[src/rtl/pin_entry_pkg.sv]
// Shared types and constants for the keypad PIN entry front-end.
package pin_entry_pkg;

    typedef enum logic [1:0] {
        IDLE    = 2'd0,
        COLLECT = 2'd1,
        FULL    = 2'd2
    } pin_state_t;

    localparam int unsigned NUM_DIGITS = 4;
    localparam int unsigned DIGIT_W    = 4;
    localparam int unsigned CODE_W     = 16;
    localparam int unsigned MAX_DIGIT  = 9;

endpackage

[src/rtl/pin_entry_timer.sv]
// Inactivity down-counter: expires after TIMEOUT_CYCLES running cycles with no restart.
module pin_entry_timer #(
    parameter int unsigned TIMEOUT_CYCLES = 1000
) (
    input  logic clk,
    input  logic rst,
    input  logic run,
    input  logic restart,
    output logic expired
);

    localparam int unsigned TW = (TIMEOUT_CYCLES > 2) ? $clog2(TIMEOUT_CYCLES) : 1;
    localparam logic [TW-1:0] LOAD = TW'(TIMEOUT_CYCLES - 1);

    logic [TW-1:0] tcnt;

    always_ff @(posedge clk) begin
        if (rst || restart || !run) begin
            tcnt <= LOAD;
        end else if (tcnt != '0) begin
            tcnt <= tcnt - 1'b1;
        end
    end

    assign expired = run && (tcnt == '0);

endmodule

[src/rtl/pin_entry_collector.sv]
// Collects four BCD key digits MSB-first and submits them as a 16-bit code.
// Optional inactivity timeout is built when PIN_TIMEOUT_EN is defined.
//
// state   | meaning
// IDLE    | no vehicle at the gate, keys ignored
// COLLECT | 0..3 digits buffered
// FULL    | 4 digits buffered, waiting for enter
module pin_entry_collector
    import pin_entry_pkg::*;
#(
    parameter int unsigned TIMEOUT_CYCLES = 1000
) (
    input  logic        clk,
    input  logic        rst,
    input  logic        vehicle_arrival,
    input  logic        digit_valid,
    input  logic [3:0]  digit,
    input  logic        key_enter,
    input  logic        key_clear,
    output logic [15:0] code,
    output logic        code_ack,
    output logic [2:0]  digits_entered,
    output logic        entry_err,
    output logic        entry_timeout
);

    pin_state_t          state, state_n;
    logic [CODE_W-1:0]   sr, sr_n;
    logic [2:0]          cnt, cnt_n;
    logic [CODE_W-1:0]   code_n;
    logic                ack_n, err_n, to_n;
    logic                key_act;
    logic                timer_run;
    logic                timer_expired;

    assign timer_run = vehicle_arrival && (state != IDLE) && (cnt != 3'd0);

`ifdef PIN_TIMEOUT_EN
    pin_entry_timer #(
        .TIMEOUT_CYCLES(TIMEOUT_CYCLES)
    ) u_timer (
        .clk    (clk),
        .rst    (rst),
        .run    (timer_run),
        .restart(key_act),
        .expired(timer_expired)
    );
`else
    // Legal range starts at 2, so this is constantly low.
    assign timer_expired = (TIMEOUT_CYCLES == 0) && timer_run;
`endif

    always_comb begin
        state_n = state;
        sr_n    = sr;
        cnt_n   = cnt;
        code_n  = code;
        ack_n   = 1'b0;
        err_n   = 1'b0;
        to_n    = 1'b0;
        key_act = 1'b0;
        if (!vehicle_arrival) begin
            state_n = IDLE;
            sr_n    = '0;
            cnt_n   = 3'd0;
            code_n  = '0;
        end else begin
            case (state)
                IDLE: state_n = COLLECT;
                COLLECT, FULL: begin
                    if (key_clear) begin
                        key_act = 1'b1;
                        sr_n    = '0;
                        cnt_n   = 3'd0;
                        state_n = COLLECT;
                    end else if (key_enter) begin
                        key_act = 1'b1;
                        if (state == FULL) begin
                            code_n  = sr;
                            ack_n   = 1'b1;
                            sr_n    = '0;
                            cnt_n   = 3'd0;
                            state_n = COLLECT;
                        end else begin
                            err_n = 1'b1;
                        end
                    end else if (digit_valid) begin
                        if (state == FULL || digit > 4'(MAX_DIGIT)) begin
                            err_n = 1'b1;
                        end else begin
                            key_act = 1'b1;
                            sr_n    = {sr[CODE_W-DIGIT_W-1:0], digit};
                            cnt_n   = cnt + 3'd1;
                            if (cnt == 3'(NUM_DIGITS - 1)) state_n = FULL;
                        end
                    end else if (timer_expired) begin
                        sr_n    = '0;
                        cnt_n   = 3'd0;
                        state_n = COLLECT;
                        to_n    = 1'b1;
                    end
                end
                default: state_n = IDLE;
            endcase
        end
    end

    always_ff @(posedge clk) begin
        if (rst) begin
            state         <= IDLE;
            sr            <= '0;
            cnt           <= 3'd0;
            code          <= '0;
            code_ack      <= 1'b0;
            entry_err     <= 1'b0;
            entry_timeout <= 1'b0;
        end else begin
            state         <= state_n;
            sr            <= sr_n;
            cnt           <= cnt_n;
            code          <= code_n;
            code_ack      <= ack_n;
            entry_err     <= err_n;
            entry_timeout <= to_n;
        end
    end

    assign digits_entered = cnt;

endmodule

[config.mk]
export PLATFORM = sky130hd
export DESIGN_NAME = pin_entry_collector
export DESIGN_NICKNAME = d
export VERILOG_FILES = /design/src/rtl/pin_entry_pkg.sv /design/src/rtl/pin_entry_timer.sv /design/src/rtl/pin_entry_collector.sv
export SDC_FILE = /design/constraint.sdc
export NUM_CORES = 1
export LEC_CHECK = 0
export BUFFER_PORTS_ARGS = -buffer_cell sky130_fd_sc_hd__buf_2
export CAP_MARGIN = 20
export CORE_MARGIN = 2
export CORE_UTILIZATION = 45
export CTS_CLUSTER_DIAMETER = 40
export DETAILED_ROUTE_END_ITERATION = 10
export GPL_TIMING_DRIVEN = 0
export MAX_ROUTING_LAYER = met4
export PLACE_DENSITY_LB_ADDON = 0.05
export SYNTH_ARGS = -nofsm -noshare
export SYNTH_HDL_FRONTEND = slang
export SYNTH_HIERARCHICAL = 1
export SYNTH_SLANG_ARGS = --single-unit
[constraint.sdc]
create_clock -name clk -period 2.3 [get_ports clk]
set_clock_uncertainty 0.1 [all_clocks]
set_input_delay 0.23 -clock clk [delete_from_list [all_inputs] [get_ports clk]]
set_output_delay 0.23 -clock clk [all_outputs]
set_load 0.005 [all_outputs]
==> results <==
- The library cell with the highest instance count after synthesis is dfxtp_1.
- The number of antenna diodes in the final layout is 0.
- The placed cell area is between 1500 and 2000 um2.
- The path class of the tightest hold or removal check is in -> reg.
- The total negative setup slack is 0 ns.
- No sink is reached through more buffers than the 2 on the longest clock path.
- Input and output buffers added on the ports amount to 30.
- The congestion estimate from routability-driven global placement came to 0.908.
- After layout, the worst path uses 89.0% of the clock period.
- Clock tree synthesis found a total of 39 sinks.
- The count of pins over their slew limit is 0.
- The number of nets handed over by synthesis was 170.
- The detailed-route via count is between 1000 and 1500.
- The first-pass GRT wire length is approximately 5200 um.
- The number of endpoints with negative hold slack in the final report is 0.
- Synthesis produced between 150 and 200 cells.
- During I/O placement, the number of pins put on the boundary was 32.
- The async set-or-reset flop fraction in the synthesized netlist is 0%.
- The estimated wirelength of the detail-placed design is 2180 um.
- The pin count of the biggest net entering global routing is 13.
- Max-cap violations in this run came to 0.
- The analysis attributes to cell leakage a power of roughly 0.77 nW.
- The startpoint of the most critical register-to-register path is state[0].
- After detailed routing, the number of remaining DRC violations is 0.
- Dividing the detail-routed wire length by the instance count gives between 10 and 15 um.
- For the worst flop-to-flop path, the logic depth is 6.
- The number of H-tree branching levels is 2.
- Clock-pin slew was measured on the worst setup and hold paths at about 0.12 ns.
- Using the TritonRoute via totals, the vias-per-cell ratio works out to 5.12.
- The post-detailed-routing wire length is between 3000 and 4000 um.
- In this run, synthesis inferred 0 flip-flops with an integrated enable.
- The kind of critical path is reg -> reg.
- The die covers ~3700 um2.
- The achievable clock frequency is between 0.4 and 0.5 GHz.
- The share of synthesized area in the top cell type comes to 53.4%.
- For this run, the number of Yosys warnings is 6.
- The area of all placed cells without fillers is 1780 um2.
- The number of search-and-repair iterations in the first detailed-routing pass is 4.
- The root buffer cell chosen for the clock tree is clkbuf_4.
- The run finished with clean final reports.
- Yosys attributes the largest share of cell area to dfxtp_1, a22o_1, nand2_1, a21oi_1, ha_1.
- The row count is 20.
- The count of unique library cells instantiated by Yosys is 31.
- The iteration-0 DRC count of the detailed router is 28.
- The via count of the first global-routing pass is 1128.
- The peak fanout along the critical path is 10.
- The proportion of layout cells with a drive suffix above 1 is approximately 25%.
- The later pin in the worst-skew pair is clocked with a latency of ~0.34 ns.
- Headroom to the max-slew limit came out at 65.9%.
- The area inside the core boundary is between 3000 and 4000 um2.
- The synthesized area divided by synthesized cell count is 9.50 um2.
- The number of nets still failing antenna checks after routing is 0.
- The initial standard-cell utilization of the core is 47.5%.
- The startpoint identified for the worst hold timing path is digit[3].
- The worst hold path endpoint is sr[3].
- Setup repair after global routing left no endpoint under its margin.
- The number of register bits inferred by synthesis is 39.
- The final cell utilization of the core is 57.7%.
- Fill cells in the final layout number ~320.
- TritonCTS created 5 clock buffers.
- The worst-margin pin slew is 0.511 ns.
- For this run, the total global-route usage over all layers was measured as between 10% and 20%.
- At the worst endpoint, the arrival time is 2.19 ns.
- The type of element launching the critical path is a register.
- The shortest clock period the worst path allows after layout is between 2 and 2.5 ns.
- At the worst endpoint, the required time is 2.45 ns.
- For this run, the leading register cell type out of synthesis is dfxtp_1.
- Setup violations remaining at the end of the flow were counted as 0.
- Sequential elements use between 50% and 60% of the synthesized area.
- The overall die width is a little over 60 um.
- The leading area contributor after synthesis is dfxtp_1.
- The worst setup slack for register-to-register paths is approximately 0.25 ns.
- STA classifies the critical path endpoint as a register.
- Sorting the synthesized cells by how often they occur yields dfxtp_1, nand2_1, a21oi_1, a22o_1.
- The count of cells along the worst hold path is 2.
- The total overflow left after global routing is 0.
- The die outline height is between 60 and 70 um.
- The end of the worst register-to-register path is sr[8].
- Across the VDD grid, the largest voltage drop is approximately 0.36 mV.
- The number of antenna violations at the first check in global routing was 0.
- From synthesis to final layout, the design area changed by 21.5%.
- TritonCTS built the clock tree.
- The power per cell area is 605 nW/um2.
- The post-synthesis instance area is about 1500 um2.
- For this run, the post-layout net count is about 210.
==> power by group <==
part / switching, mW / internal [mW]
logic: 0.0321 / 0.0245
registers: 0.00154 / 0.677
clock network: 0.221 / 0.118
==> worst max path at each step <==
stage                         from       end  slack (ns)  cells after the start
after floorplan           state[0]    sr[10]        0.45                      6
after global placement    state[0]  state[1]        0.16                      7
after detailed placement  state[1]  state[1]        0.13                      7
after CTS                 state[1]  state[1]        0.10                      7
after global routing      state[0]  code[10]        0.06                      8
final                     state[0]     sr[8]        0.25                      6
==> worst max-delay path: stages (launching register included) <==
cell	delay (ns)
dfxtp_1	0.40
inv_1	0.08
ha_1	0.28
o41ai_1	0.49
a21oi_2	0.14
buf_2	0.22
a22o_1	0.25
==> logic make-up after synthesis <==
| group | synth area share, % |
|---|---|
| fa+ha+maj | 5.13 |
| other cells | 0.256 |
| simple gates | 15.1 |
| compound gates | 21.4 |
| buf+inv | 3.93 |
| mux | 0.770 |
| flops | 53.4 |
==> through the flow <==
stage          hold slack, ns  instances  total power, mW  setup WS [ns]
6_report               0.0295        242             1.07          0.254
5_1_grt               0.00970        242             1.13         0.0610
4_1_cts                0.0108        237             1.08          0.101
3_5_place_dp            0.344        228            0.741          0.129
3_3_place_gp            0.339        228            0.739          0.158
2_1_floorplan           0.256        154            0.720          0.446
==> cell type report <==
| type | instances | area [um2] | area share, % |
|---|---|---|---|
| multi-input combinational | 101 | 624 | 35.1 |
| clock inverter | 2 | 12.5 | 0.704 |
| buffer | 9 | 41.3 | 2.32 |
| inverter | 5 | 18.8 | 1.06 |
| timing repair buffer | 36 | 203 | 11.4 |
| tap | 44 | 55.1 | 3.10 |
| sequential | 39 | 781 | 43.9 |
| clock buffer | 6 | 41.3 | 2.32 |
==> routing by layer <==
metal	GRT usage (%)	vias to the layer above	share of wire (%)
met2	31.8	25	47
met1	24.0	592	48
met5	-	-	0
met3	6.30	5	3.5
met4	6.52	0	1.3
li1	-	618	-
==> cells in the final DEF (no fill, tap or decap), drive strengths merged, types with 2 or more instances in the layout <==
cell and instances:
a22o 18, buf 36, a21oi 19, nand2 35
o21ai 2, clkbuf 12, nor2 4, inv 5
dlygate4sd3 3, dfxtp 39, ha 6
==> repair_timing <==
action,4_1_cts,5_1_grt
gates resized for setup,0,4
setup endpoints to repair,0,15
endpoints found under the hold margin,1,2
buffers inserted,0,3
hold buffers,1,2
==> sequential cells by signal, indices dropped and copies added, names as in the netlist <==
| signal | cells |
|---|---|
| sr | 16 |
| code | 16 |
| code_ack | 1 |
| digits_entered | 3 |
| state | 2 |
| entry_err | 1 |
Power figures use the tool's default switching activity.
